`src/rtl/pit_sched_pkg.sv`:
```
// rtl/pit_sched_pkg.sv - shared defaults, FSM state type and index wrap helper for the PIT event scheduler
package pit_sched_pkg;

  localparam int NUM_CH_DEF = 4;
  localparam int CNT_W_DEF  = 16;

  typedef enum logic {
    IDLE    = 1'b0,
    PRESENT = 1'b1
  } sched_state_e;

  // Operands never exceed 2*n-1, so a single subtract is a full modulo.
  function automatic int rr_wrap(input int idx, input int n);
    return (idx >= n) ? idx - n : idx;
  endfunction

endpackage

```
`src/rtl/pit_event_sched_if.sv`:
```
// rtl/pit_event_sched_if.sv - channel configuration and event handshake bundle of the PIT event scheduler
interface pit_event_sched_if
  import pit_sched_pkg::*;
#(
  parameter int NUM_CH = NUM_CH_DEF,
  parameter int CNT_W  = CNT_W_DEF
);
  localparam int CH_W = $clog2(NUM_CH);

  logic             cfg_we;
  logic [CH_W-1:0]  cfg_ch;
  logic [CNT_W-1:0] cfg_period;
  logic             evt_valid;
  logic [CH_W-1:0]  evt_ch;
  logic             evt_ready;

  modport master (
    output cfg_we, cfg_ch, cfg_period, evt_ready,
    input  evt_valid, evt_ch
  );

  modport slave (
    input  cfg_we, cfg_ch, cfg_period, evt_ready,
    output evt_valid, evt_ch
  );

endinterface

```
`src/rtl/pit_rr_arbiter.sv`:
```
// rtl/pit_rr_arbiter.sv - stateless round-robin pick of the first pending channel at or after the pointer
module pit_rr_arbiter
  import pit_sched_pkg::*;
#(
  parameter  int NUM_CH = NUM_CH_DEF,
  localparam int CH_W   = $clog2(NUM_CH)
) (
  input  logic [NUM_CH-1:0] pending_i,
  input  logic [CH_W-1:0]   ptr_i,
  output logic [CH_W-1:0]   grant_o,
  output logic              any_pending_o
);

  logic [CH_W-1:0] idx;

  // Walk from farthest to nearest so the channel closest to the pointer wins.
  always_comb begin
    grant_o       = '0;
    any_pending_o = 1'b0;
    idx           = '0;
    for (int k = NUM_CH - 1; k >= 0; k--) begin
      idx = CH_W'(rr_wrap(int'(ptr_i) + k, NUM_CH));
      if (pending_i[idx]) begin
        grant_o       = idx;
        any_pending_o = 1'b1;
      end
    end
  end

endmodule

```
`src/rtl/pit_event_sched.sv`:
```
// rtl/pit_event_sched.sv - multiplexes one PIT tick into NUM_CH periodic virtual timers with a round-robin event port
// Optional sticky overrun tracking is built when PIT_EVENT_SCHED_OVERRUN_EN is defined.
module pit_event_sched
  import pit_sched_pkg::*;
#(
  parameter int NUM_CH = NUM_CH_DEF,
  parameter int CNT_W  = CNT_W_DEF
) (
  input  logic                s_axi_aclk,
  input  logic                s_axi_areset,
  input  logic                tick_in,
  pit_event_sched_if.slave    bus,
  output logic [NUM_CH-1:0]   overrun,
  input  logic [NUM_CH-1:0]   overrun_clr
);

  localparam int CH_W = $clog2(NUM_CH);

  logic                tick_q;
  logic [CNT_W-1:0]    period_q [NUM_CH];
  logic [CNT_W-1:0]    period_d [NUM_CH];
  logic [CNT_W-1:0]    cnt_q    [NUM_CH];
  logic [CNT_W-1:0]    cnt_d    [NUM_CH];
  logic [NUM_CH-1:0]   pending_q, pending_d;
  logic [NUM_CH-1:0]   ovr_set;
  sched_state_e        state_q, state_d;
  logic [CH_W-1:0]     evt_ch_q, evt_ch_d;
  logic [CH_W-1:0]     ptr_q, ptr_d;
  logic [CH_W-1:0]     grant;
  logic                any_pending;
  logic                tick, hs;
  logic                cfg_hit, hs_hit, active, expire;

  assign tick          = tick_in & ~tick_q;
  assign hs            = (state_q == PRESENT) & bus.evt_ready;
  assign bus.evt_valid = (state_q == PRESENT);
  assign bus.evt_ch    = evt_ch_q;

  pit_rr_arbiter #(.NUM_CH(NUM_CH)) u_arb (
    .pending_i     (pending_q),
    .ptr_i         (ptr_q),
    .grant_o       (grant),
    .any_pending_o (any_pending)
  );

  // Configuration writes take priority over expiry and handshake on the same channel.
  always_comb begin
    period_d  = period_q;
    cnt_d     = cnt_q;
    pending_d = pending_q;
    ovr_set   = '0;
    cfg_hit   = 1'b0;
    hs_hit    = 1'b0;
    active    = 1'b0;
    expire    = 1'b0;
    for (int i = 0; i < NUM_CH; i++) begin
      cfg_hit = bus.cfg_we && (bus.cfg_ch == CH_W'(i));
      hs_hit  = hs && (evt_ch_q == CH_W'(i));
      active  = tick && (period_q[i] != '0);
      expire  = active && (cnt_q[i] <= CNT_W'(1));
      if (cfg_hit) begin
        period_d[i]  = bus.cfg_period;
        cnt_d[i]     = bus.cfg_period;
        pending_d[i] = 1'b0;
      end else begin
        if (active) begin
          cnt_d[i] = expire ? period_q[i] : cnt_q[i] - 1'b1;
        end
        if (expire) begin
          pending_d[i] = 1'b1;
          ovr_set[i]   = pending_q[i] & ~hs_hit;
        end else if (hs_hit) begin
          pending_d[i] = 1'b0;
        end
      end
    end
  end

  always_comb begin
    state_d  = state_q;
    evt_ch_d = evt_ch_q;
    ptr_d    = ptr_q;
    case (state_q)
      IDLE: begin
        if (any_pending) begin
          state_d  = PRESENT;
          evt_ch_d = grant;
        end
      end
      PRESENT: begin
        if (hs) begin
          state_d = IDLE;
          ptr_d   = CH_W'(rr_wrap(int'(evt_ch_q) + 1, NUM_CH));
        end else if ((bus.cfg_we && (bus.cfg_ch == evt_ch_q)) || !pending_q[evt_ch_q]) begin
          state_d = IDLE;
        end
      end
      default: state_d = IDLE;
    endcase
  end

  always_ff @(posedge s_axi_aclk) begin
    if (s_axi_areset) begin
      tick_q    <= 1'b0;
      period_q  <= '{default: '0};
      cnt_q     <= '{default: '0};
      pending_q <= '0;
      state_q   <= IDLE;
      evt_ch_q  <= '0;
      ptr_q     <= '0;
    end else begin
      tick_q    <= tick_in;
      period_q  <= period_d;
      cnt_q     <= cnt_d;
      pending_q <= pending_d;
      state_q   <= state_d;
      evt_ch_q  <= evt_ch_d;
      ptr_q     <= ptr_d;
    end
  end

`ifdef PIT_EVENT_SCHED_OVERRUN_EN
  logic [NUM_CH-1:0] overrun_q;

  // A new overrun in the same cycle as its clear keeps the flag set.
  always_ff @(posedge s_axi_aclk) begin
    if (s_axi_areset) begin
      overrun_q <= '0;
    end else begin
      overrun_q <= (overrun_q & ~overrun_clr) | ovr_set;
    end
  end

  assign overrun = overrun_q;
`else
  logic unused_ovr;
  assign unused_ovr = ^{overrun_clr, ovr_set};
  assign overrun    = '0;
`endif

endmodule

```
`src/flat_wrapper.sv`:
```
// flat-port wrapper written by rule: the top's interface ports become plain ports
module pit_event_sched_flat import pit_sched_pkg::*;
#(
  parameter int NUM_CH = NUM_CH_DEF,
  parameter int CNT_W  = CNT_W_DEF
)
  (s_axi_aclk, s_axi_areset, tick_in, overrun, overrun_clr, bus_cfg_we, bus_cfg_ch, bus_cfg_period, bus_evt_ready, bus_evt_valid, bus_evt_ch);
  pit_event_sched_if #(.NUM_CH(NUM_CH), .CNT_W(CNT_W)) bus_i ();
  input  logic s_axi_aclk;
  input  logic s_axi_areset;
  input  logic tick_in;
  output logic [NUM_CH-1:0] overrun;
  input  logic [NUM_CH-1:0] overrun_clr;
  input wire logic [$bits(bus_i.cfg_we)-1:0] bus_cfg_we;
  input wire logic [$bits(bus_i.cfg_ch)-1:0] bus_cfg_ch;
  input wire logic [$bits(bus_i.cfg_period)-1:0] bus_cfg_period;
  input wire logic [$bits(bus_i.evt_ready)-1:0] bus_evt_ready;
  output wire logic [$bits(bus_i.evt_valid)-1:0] bus_evt_valid;
  output wire logic [$bits(bus_i.evt_ch)-1:0] bus_evt_ch;
  assign bus_i.cfg_we = bus_cfg_we;
  assign bus_i.cfg_ch = bus_cfg_ch;
  assign bus_i.cfg_period = bus_cfg_period;
  assign bus_i.evt_ready = bus_evt_ready;
  assign bus_evt_valid = bus_i.evt_valid;
  assign bus_evt_ch = bus_i.evt_ch;
  pit_event_sched #(.NUM_CH(NUM_CH), .CNT_W(CNT_W)) u_core (.s_axi_aclk(s_axi_aclk), .s_axi_areset(s_axi_areset), .tick_in(tick_in), .bus(bus_i), .overrun(overrun), .overrun_clr(overrun_clr));
endmodule
```
`config.mk`:
```
export PLATFORM = sky130hd
export DESIGN_NAME = pit_event_sched_flat
export DESIGN_NICKNAME = d
export VERILOG_FILES = /design/src/rtl/pit_sched_pkg.sv /design/src/rtl/pit_event_sched_if.sv /design/src/rtl/pit_rr_arbiter.sv /design/src/rtl/pit_event_sched.sv /design/src/flat_wrapper.sv
export SDC_FILE = /design/constraint.sdc
export NUM_CORES = 1
export LEC_CHECK = 0
export ABC_AREA = 1
export CAP_MARGIN = 20
export CORE_ASPECT_RATIO = 1.4
export CORE_UTILIZATION = 58
export CTS_BUF_LIST = sky130_fd_sc_hd__clkbuf_8
export CTS_CLUSTER_DIAMETER = 60
export DETAILED_ROUTE_END_ITERATION = 6
export PLACE_DENSITY = 0.84
export SYNTH_ARGS = -nofsm -noshare
export SYNTH_HDL_FRONTEND = slang
export SYNTH_HIERARCHICAL = 1
export SYNTH_SLANG_ARGS = --single-unit
```
`constraint.sdc`:
```
create_clock -name s_axi_aclk -period 1.8 [get_ports s_axi_aclk]
set_clock_uncertainty 0.05 [all_clocks]
set_input_delay 0.45 -clock s_axi_aclk [delete_from_list [all_inputs] [get_ports s_axi_aclk]]
set_output_delay 0.45 -clock s_axi_aclk [all_outputs]
set_load 0.02 [all_outputs]
```
==> out/metrics.cfg <==
[pwr]
p_int_mw=6.58
switching_share=0.415
power_density_nw_per_um2=1100
total_power_mw=11.2
leakage_nw=4.83
irDropWorstVdd_v=0.000708
combinationalPowerShare=0.458
switchingPower_mw=4.66
power_frac_seq=0.326
clockPowerShare=0.215

[drt]
vias_per_cell=5.47
drtAntennaViolNets=0
dr.pass1.iters=5
initialDrtViolationCount=640
num_vias=9234
wirelength_um=24400
drc_errors=0
wl_per_cell_um=14.4

[floorplan]
die_w_um=105
pin_count=34
die_y_um=147
dieArea_um2=15500
coreArea_um2=14600
start_util=0.597
rows=52

[grt]
gr-max-usage-layer=met2
overflow=0
grt_pass1_wl_um=39100
track_usage=0.315
grt_use_met3=0.0377
use_met2=0.550
use_met1=0.371
grt_pass1_vias=8518
antenna_found_initial=0
grt_max_degree=119

[finish]
areaGrowthSynthToFinish_pct=17.7
ff_latch_area_um2=2770
finalNetCount=1525
antenna-diode-count=0
multi_input_area_um2=5000
instances_no_fill=1688
drive_gt1_frac=0.161
fillers=1218

[placed_design]
dp_slack_ns=-0.327
gp_congestion=0.911
io_buffers=25
post-place-cells=1653
dp_hpwl_um=17100

[clock_tree]
numCtsBuffers=17
tritoncts=done
cts-root-buf=clkbuf_8
cts-htree-levels=4
postCtsHoldBufs=0
path_clk_slew_ns=0.08
clockBufferDepth=2
clk_latency_ns=0.43
clkSinkCount=138

[synth]
synth_area_per_cell_um2=6.22
synth_commonest_cells=nand2_1 (362), inv_1 (199), nor2_1 (191), dfxtp_1 (138), nand3_1 (120)
yosys-top-cells-area=dfxtp_1 (32%), nand2_1 (16%), inv_1 (8.6%), nor2_1 (8.2%), nand3_1 (6.9%)
ys_types=35
ys.flop_type=dfxtp_1
yosysMostFrequentCell=nand2_1
yosys.area.top_type_share=0.318
ys_ff_latch=138
synth_edf_count=0
yosysSeqAreaShare=0.318
syn_inst=1398
syn-cell-area_um2=8690
yosys.area.top_type=dfxtp_1
ys.warnings.count=6
ys_async_sr_fraction=0

[status]
outcome=finished clean

[sta]
whs_ns=0.433
hold_violations=0
clock.fmax_mhz=577
setup_ws_ns=0.0654
slew_viol_final=0
grt_setup_unrepaired=yes
finalSetupViolCount=0
fin_crit_ns=1.73
min_period_over_period=0.964
worstMarginPinSlew_ns=0.590
final.setup.tns_ns=0
slew_headroom=0.607

[min_path]
hold_start=u_core/period_q[29]
min_to=u_core/period_q[29]
hp-class=flop to flop
min_path_cells=2

[critical_path]
cp.required_ns=2.10
arrival_ns=2.04
reg2reg_depth=12
r2r-end=u_core/cnt_q[49]
crit_fanout=7
reg2reg_from=u_core/cnt_q[48]
crit_type=flop to flop
startpoint_type=flop
r2r_slack_ns=0.07
end_kind=flop

[run]
maxCapViolations=0

## cells by family after synthesis
family / share of synthesized area
flip-flops: 0.318
AND/OR/NAND/NOR: 0.385
buffers and inverters: 0.125
XOR/XNOR: 0.0282
AO/OA/AOI/OAI: 0.126
adder cells (fa/ha/maj): 0.0173
other: 0.000431
## worst max path at each step
stage	start	end	slack, ns	cells after the start
CTS	u_core/period_q[15]	u_core/cnt_q[4]	0.02	9
finish	u_core/cnt_q[48]	u_core/cnt_q[49]	0.07	12
detailed placement	bus_cfg_we	u_core/cnt_q[46]	-0.33	9
floorplan	u_core/cnt_q[48]	u_core/cnt_q[50]	0.11	12
global route	u_core/cnt_q[48]	u_core/cnt_q[49]	-0.03	12
global placement	bus_cfg_we	u_core/cnt_q[46]	-0.29	9
## through the flow
| step | area [um2] | utilization |
|---|---|---|
| finish | 10200 | 0.702 |
| floorplan | 8710 | - |
| CTS | 10000 | 0.690 |
| detailed placement | 9670 | 0.663 |
| global placement | 9670 | 0.663 |
| global route | 10200 | 0.702 |
## critical path: stages, from the launching register on
cell,delay [ns]
dfxtp_4,0.37
inv_2,0.07
ha_4,0.12
inv_1,0.04
nand2_1,0.06
nand2_1,0.06
nor2_2,0.17
nand3_4,0.14
buf_12,0.17
buf_4,0.13
nand2_1,0.05
nand3_1,0.08
a21oi_1,0.15
## layout make-up
cell class,count,share of cell area
Tap cell,189,0.0231
Inverter,216,0.0802
Sequential cell,138,0.271
Clock inverter,12,0.00991
Multi-Input combinational cell,1002,0.489
Timing Repair Buffer,111,0.100
Clock buffer,20,0.0269
## layer usage
metal	part of all wire	wire, um
met1	0.40	9710
met2	0.48	11800
met3	0.066	1600
met4	0.052	1270
met5	0	0
## timing repair
action,in CTS,in global routing
buffers inserted,0,3
gates resized for setup,6,56
pin swaps,0,8
endpoints found under the setup margin,10,65
## cells in the final DEF (no fill, tap or decap), types with 10 or more instances in the layout
master,count
nor2_2,22
clkdlybuf4s50_1,21
clkbuf_8,20
nand3_2,16
inv_2,16
xor2_1,23
inv_1,199
buf_12,10
a21oi_1,72
o22ai_1,29
nand2_2,21
o21ai_1,30
o21ai_0,50
nand2_4,11
a21oi_2,14
dfxtp_1,135
nor2_1,182
nand3_1,118
buf_4,74
nand2_1,361
## sequential cells by signal, indices dropped and copies added (netlist names)
signal                cells
u_core/period_q          64
u_core/pending_q          4
u_core/cnt_q             64
u_core/ptr_q              2
u_core/tick_q             1
u_core/bus.evt_valid      1
u_core/bus.evt_ch         2
## power groups by stage
stage          logic (mW)  registers, mW  clock network [mW]
6_report             5.15           3.67                2.42
3_5_place_dp         4.89           3.72                   0
2_1_floorplan        3.54           3.71                   0
3_3_place_gp         4.78           3.71                   0
4_1_cts              4.93           3.65                2.45
5_1_grt              5.73           3.71                2.59
(Power assumes the default switching activity.)
